## src/rtl/link_tx_sender_if.sv

```systemverilog
// Link-side bundle for the NoC output sender: FIFO head/occupancy/pop plus
// the credit-controlled link toward the neighbouring router.
interface link_tx_sender_if #(
  parameter int WIDTH = 16,
  parameter int DEPTH = 16
);
  logic [WIDTH-1:0]         head;
  logic [$clog2(DEPTH):0]   counter;
  logic                     pull;
  logic                     credit_i;
  logic                     tx;
  logic [WIDTH-1:0]         data_out;
  logic                     sending;
  logic                     pkt_done;

  // The sender pops the FIFO and drives the link.
  modport master (
    input  head, counter, credit_i,
    output pull, tx, data_out, sending, pkt_done
  );

  // FIFO / receiver side.
  modport slave (
    output head, counter, credit_i,
    input  pull, tx, data_out, sending, pkt_done
  );
endinterface

```

## src/rtl/link_tx_sender.sv

```systemverilog
// Output-side FIFO reader for the Phoenix NoC router. Pops flits from the
// input buffer head and drives them onto the link through a single
// registered output stage with credit flow control. Packets are framed as
// header, size (payload count N), then N payload flits.
module link_tx_sender #(
  parameter int WIDTH = 16,
  parameter int DEPTH = 16
) (
  input  logic             clock,
  input  logic             reset,
  link_tx_sender_if.master lnk
);

  localparam int CW = $clog2(DEPTH) + 1;

  typedef enum logic [1:0] {
    S_IDLE,
    S_SIZE,
    S_PAYLOAD
  } state_t;

  state_t           state_q, state_d;
  logic [WIDTH-1:0] remaining_q, remaining_d;
  logic [WIDTH-1:0] data_q;
  logic             tx_q;
  logic             last_q, last_d;
  logic             pkt_done_q;
  logic [CW-1:0]    occupancy;
  logic             xfer;
  logic             can_load;
  logic             avail;
  logic             pull;

  assign occupancy = lnk.counter;
  assign xfer      = tx_q & lnk.credit_i;
  assign can_load  = ~tx_q | xfer;
  assign avail     = (occupancy != '0);
  // Every state loads the same way, so the pop strobe is state-independent.
  assign pull      = reset & avail & can_load;

  // State register
  always_ff @(posedge clock or negedge reset) begin
    if (!reset) state_q <= S_IDLE;
    else        state_q <= state_d;
  end

  // Next state: framing advances only on a load
  always_comb begin
    state_d = state_q;
    if (pull) begin
      case (state_q)
        S_IDLE:    state_d = S_SIZE;
        S_SIZE:    state_d = (lnk.head == '0) ? S_IDLE : S_PAYLOAD;
        S_PAYLOAD: state_d = (remaining_q == WIDTH'(1)) ? S_IDLE : S_PAYLOAD;
        default:   state_d = S_IDLE;
      endcase
    end
  end

  // Per-load framing outputs: payload count update and end-of-packet mark
  always_comb begin
    remaining_d = remaining_q;
    last_d      = 1'b0;
    case (state_q)
      S_SIZE: begin
        remaining_d = lnk.head;
        last_d      = (lnk.head == '0);
      end
      S_PAYLOAD: begin
        remaining_d = remaining_q - WIDTH'(1);
        last_d      = (remaining_q == WIDTH'(1));
      end
      default: begin
        remaining_d = remaining_q;
        last_d      = 1'b0;
      end
    endcase
  end

  // Output register: load on pull, release on transfer, otherwise hold
  always_ff @(posedge clock or negedge reset) begin
    if (!reset) begin
      tx_q        <= 1'b0;
      data_q      <= '0;
      last_q      <= 1'b0;
      remaining_q <= '0;
      pkt_done_q  <= 1'b0;
    end else begin
      pkt_done_q <= xfer & last_q;
      if (pull) begin
        data_q      <= lnk.head;
        tx_q        <= 1'b1;
        last_q      <= last_d;
        remaining_q <= remaining_d;
      end else if (xfer) begin
        tx_q <= 1'b0;
      end
    end
  end

  assign lnk.pull     = pull;
  assign lnk.tx       = tx_q;
  assign lnk.data_out = data_q;
  assign lnk.pkt_done = pkt_done_q;
  assign lnk.sending  = reset & ((state_q != S_IDLE) | tx_q);

endmodule

```

## src/flat_wrapper.sv

```systemverilog
// flat-port wrapper written by rule: the top's interface ports become plain ports
module link_tx_sender_flat 
#(
  parameter int WIDTH = 16,
  parameter int DEPTH = 16
)
  (clock, reset, lnk_head, lnk_counter, lnk_credit_i, lnk_pull, lnk_tx, lnk_data_out, lnk_sending, lnk_pkt_done);
  link_tx_sender_if #(.WIDTH(WIDTH), .DEPTH(DEPTH)) lnk_i ();
  input  logic clock;
  input  logic reset;
  input wire logic [$bits(lnk_i.head)-1:0] lnk_head;
  input wire logic [$bits(lnk_i.counter)-1:0] lnk_counter;
  input wire logic [$bits(lnk_i.credit_i)-1:0] lnk_credit_i;
  output wire logic [$bits(lnk_i.pull)-1:0] lnk_pull;
  output wire logic [$bits(lnk_i.tx)-1:0] lnk_tx;
  output wire logic [$bits(lnk_i.data_out)-1:0] lnk_data_out;
  output wire logic [$bits(lnk_i.sending)-1:0] lnk_sending;
  output wire logic [$bits(lnk_i.pkt_done)-1:0] lnk_pkt_done;
  assign lnk_i.head = lnk_head;
  assign lnk_i.counter = lnk_counter;
  assign lnk_i.credit_i = lnk_credit_i;
  assign lnk_pull = lnk_i.pull;
  assign lnk_tx = lnk_i.tx;
  assign lnk_data_out = lnk_i.data_out;
  assign lnk_sending = lnk_i.sending;
  assign lnk_pkt_done = lnk_i.pkt_done;
  link_tx_sender #(.WIDTH(WIDTH), .DEPTH(DEPTH)) u_core (.clock(clock), .reset(reset), .lnk(lnk_i));
endmodule
```

## config.mk

```make
export PLATFORM = sky130hd
export DESIGN_NAME = link_tx_sender_flat
export DESIGN_NICKNAME = d
export VERILOG_FILES = /design/src/rtl/link_tx_sender_if.sv /design/src/rtl/link_tx_sender.sv /design/src/flat_wrapper.sv
export SDC_FILE = /design/constraint.sdc
export NUM_CORES = 1
export LEC_CHECK = 0
export BUFFER_PORTS_ARGS = -buffer_cell sky130_fd_sc_hd__buf_2
export CAP_MARGIN = 20
export CELL_PAD_IN_SITES_DETAIL_PLACEMENT = 0
export CELL_PAD_IN_SITES_GLOBAL_PLACEMENT = 2
export CORE_UTILIZATION = 34
export CTS_BUF_LIST = sky130_fd_sc_hd__clkbuf_16
export DETAILED_ROUTE_END_ITERATION = 12
export PLACE_DENSITY = 0.92
export RECOVER_POWER = 25
export SYNTH_ARGS = -nofsm -noshare
export SYNTH_HDL_FRONTEND = slang
export SYNTH_SLANG_ARGS = --single-unit
```

## constraint.sdc

```tcl
create_clock -name clock -period 2.41 [get_ports clock]
set_clock_uncertainty 0.05 [all_clocks]
set_input_delay 0.482 -clock clock [delete_from_list [all_inputs] [get_ports clock]]
set_output_delay 0.482 -clock clock [all_outputs]
set_load 0.01 [all_outputs]
```

==> flow_metrics.env <==
export IMPL_drive_gt1_share_pct=34.4
export IMPL_post_route_period_util_pct=88.1
export IMPL_status="complete, no violations"
export IMPL_path_clk_slew_ns=0.05
export IMPL_core_area_sq_um=5680
export IMPL_worst_hold_slack_ns=0.419
export IMPL_grt_overflow_total=0
export IMPL_routed_via_density=5.38
export IMPL_area_growth_pct=23.6
export IMPL_antenna_found_initial=0
export IMPL_netlist_instances=202
export IMPL_synth_top_area_cell="dfrtp_1"
export IMPL_drtIter0Drc=129
export IMPL_critPathMaxFanout=3
export IMPL_dpl_hpwl_um=3650
export IMPL_grt_pass1_wl_um=8280
export IMPL_setup_viol=0
export IMPL_mappedNetlistNets=232
export IMPL_cp_required_ns=1.88
export IMPL_clockPowerShare_pct=21.8
export IMPL_synth_top_flop_cell="dfrtp_1"
export IMPL_numCtsBuffers=5
export IMPL_rows=27
export IMPL_final_max_slew_viol_count=0
export IMPL_ctsResizeCount=0
export IMPL_slowest_delay_ns=0.55
export IMPL_die_w_um=79.7
export IMPL_p_switching_mw=1.10
export IMPL_die_y_um=79.7
export IMPL_grt_use_total_pct=17.0
export IMPL_drc=0
export IMPL_utilization_pct=44.7
export IMPL_tightest_slew_ns=1.09
export IMPL_path_cells="buf_2, or4_1, o211ai_2, inv_1, buf_2"
export IMPL_wl_um=5010
export IMPL_start_util_pct=36.1
export IMPL_place_congestion=0.749
export IMPL_maxSlewHeadroom_pct=27.4
export IMPL_holdCritPathClass="in2reg"
export IMPL_worst_setup_path_type="in2out"
export IMPL_vias=1766
export IMPL_p_per_area_nw_per_um2=1120
export IMPL_dp_slack_ns=0.278
export IMPL_dieArea_sq_um=6350
export IMPL_worst_slack_ns=0.288
export IMPL_wl_per_cell_um=15.3
export IMPL_root_buffer="clkbuf_16"
export IMPL_postPlaceCellArea_sq_um=2390
export IMPL_pin_count=44
export IMPL_crit_path_frequent_cell="buf_2"
export IMPL_io_buffers=43
export IMPL_p_seq_share_pct=36.2
export IMPL_power_internal_mw=1.73
export IMPL_synth_edf_count=0
export IMPL_antenna_cells=0
export IMPL_ys_warn_count=0
export IMPL_swShare_pct=39.0
export IMPL_ant_nets=0
export IMPL_fin_area_sq_um=2530
export IMPL_cp_end_kind="output port"
export IMPL_firstDrtPassIters=4
export IMPL_ys_seq_elements=37
export IMPL_grt_max_degree=20
export IMPL_syn_area_per_cell_sq_um=10.2
export IMPL_ir_worst_vdd_uv=693
export IMPL_netlist_area_sq_um=2050
export IMPL_max_freq_mhz=471
export IMPL_ys_types=46
export IMPL_tritoncts="built"
export IMPL_rsz0062_at_grt="false"
export IMPL_synthArstFlopShare_pct=100
export IMPL_cts_path_max_buffers=2
export IMPL_hold_viol=0
export IMPL_h_tree_depth=2
export IMPL_grt_pass1_vias=1683
export IMPL_ys_top_cells_by_area="dfrtp_1 45%, mux2_2 9.3%, ha_1 3.7%"
export IMPL_finalCriticalPeriod_ns=2.12
export IMPL_crit_slowest_cell="or4_1"
export IMPL_layout_nets=285
export IMPL_clk_latency_ns=0.27
export IMPL_power_leakage_nw=1.12
export IMPL_clock_sinks=37
export IMPL_fin_setup_tns_ns=0
export IMPL_ys_seq_area_share_pct=45.1
export IMPL_power_frac_comb_pct=42.0
export IMPL_drv_cap=0
export IMPL_cp_start_kind="input port"
export IMPL_worstPathArrival_ns=1.59
export IMPL_synth_top_area_share_pct=45.1
==> through the flow <==
stage               instances  power [mW]
floorplan                 202        1.84
global placement          319        2.19
detailed placement        319        2.22
CTS                       328        2.86
global route              328        3.06
finish                    328        2.83
==> sequential cells by signal (all words and copies together) (netlist names) <==
register,flops
u_core.last_q,1
u_core.lnk.pkt_done,1
u_core.lnk.tx,1
u_core.state_q,2
u_core.lnk.data_out,16
u_core.remaining_q,16
==> path summary, 6_finish.rpt <==
check,start,endpoint,slack [ns],cells after the start
worst min register to register,u_core.lnk.data_out[15],u_core.lnk.data_out[15],0.45,1
worst max register to register,u_core.remaining_q[0],u_core.remaining_q[8],0.37,7
min in group asynchronous,reset,u_core.last_q,0.51,2
worst max-delay path,lnk_counter[0],lnk_pull,0.29,5
max in group asynchronous,reset,u_core.remaining_q[7],0.56,3
worst min-delay path,lnk_head[4],u_core.lnk.data_out[4],0.42,2
==> synthesized netlist by cell type, types with 2 or more instances <==
| master | count |
|---|---|
| a21o_1 | 4 |
| a21oi_1 | 14 |
| a2bb2oi_1 | 4 |
| a32oi_1 | 2 |
| and3_1 | 2 |
| buf_2 | 2 |
| clkbuf_1 | 5 |
| dfrtp_1 | 37 |
| ha_1 | 6 |
| inv_1 | 10 |
| mux2_2 | 17 |
| nand2_1 | 15 |
| nand3_1 | 6 |
| nand4_1 | 5 |
| nor2_1 | 5 |
| nor2b_1 | 2 |
| nor3_1 | 7 |
| nor4_1 | 5 |
| o21ai_0 | 11 |
| o22a_1 | 2 |
| o22ai_1 | 11 |
| or2_2 | 5 |
| or4_4 | 2 |
==> power by group through the flow <==
stage | registers [mW] | logic, mW | clock network, mW
final | 1.03 | 1.19 | 0.616
after global routing | 1.06 | 1.34 | 0.661
after CTS | 1.03 | 1.19 | 0.637
after detailed placement | 1.03 | 1.18 | 0
after global placement | 1.03 | 1.16 | 0
after floorplan | 1.00 | 0.833 | 0
==> per-layer routing <==
layer | routed length (um) | global-route usage, %
met5 | 0 | 0
met4 | 42 | 4.36
met3 | 246 | 3.66
met2 | 2340 | 27.8
met1 | 2390 | 22.6
==> critical path: cells and delay by family <==
family | cells | cell delay [ns]
buf+inv | 3 | 0.32
simple gates | 1 | 0.55
compound gates | 1 | 0.23
==> area by class of cell <==
class | count | area, sq um
fill | 578 | 3140
multi-input combinational | 147 | 1050
sequential | 37 | 926
timing repair buffer | 54 | 293
clock buffer | 5 | 125
tap | 72 | 90.1
inverter | 10 | 37.5
clock inverter | 3 | 12.5
==> cell usage in the layout (no fill, tap or decap), types with 4 or more instances in the layout <==
master | netlist | final
a21oi_1 | 14 | 14
dfrtp_1 | 37 | 37
nor4_1 | 5 | 5
buf_2 | 2 | 43
nand3_1 | 6 | 6
nor2_1 | 5 | 5
o22ai_1 | 11 | 11
nor3_1 | 7 | 7
nand4_1 | 5 | 5
nand2_1 | 15 | 15
mux2_2 | 17 | 17
or2_2 | 5 | 5
o21ai_0 | 11 | 11
ha_1 | 6 | 6
buf_4 | 1 | 8
inv_1 | 10 | 10
a21o_1 | 4 | 4
a2bb2oi_1 | 4 | 4
clkbuf_16 | 0 | 5
==> kinds of logic (layout without fill, tap and decap cells) <==
family | Yosys count | count (layout) | synth area share (%)
DFF | 37 | 37 | 45.1
muxes | 18 | 18 | 9.82
buffers and inverters | 18 | 72 | 3.60
and+or+nand+nor | 64 | 64 | 18.0
adders and majority gates | 6 | 6 | 3.66
AOI/OAI and AO/OA | 59 | 59 | 19.8
==> repair_timing <==
item | 4_1_cts | 5_1_grt
setup buffers | 0 | 0
hold buffers | 1 | 0
endpoints found under the hold margin | 2 | 0
Power figures use the tool's default switching activity.
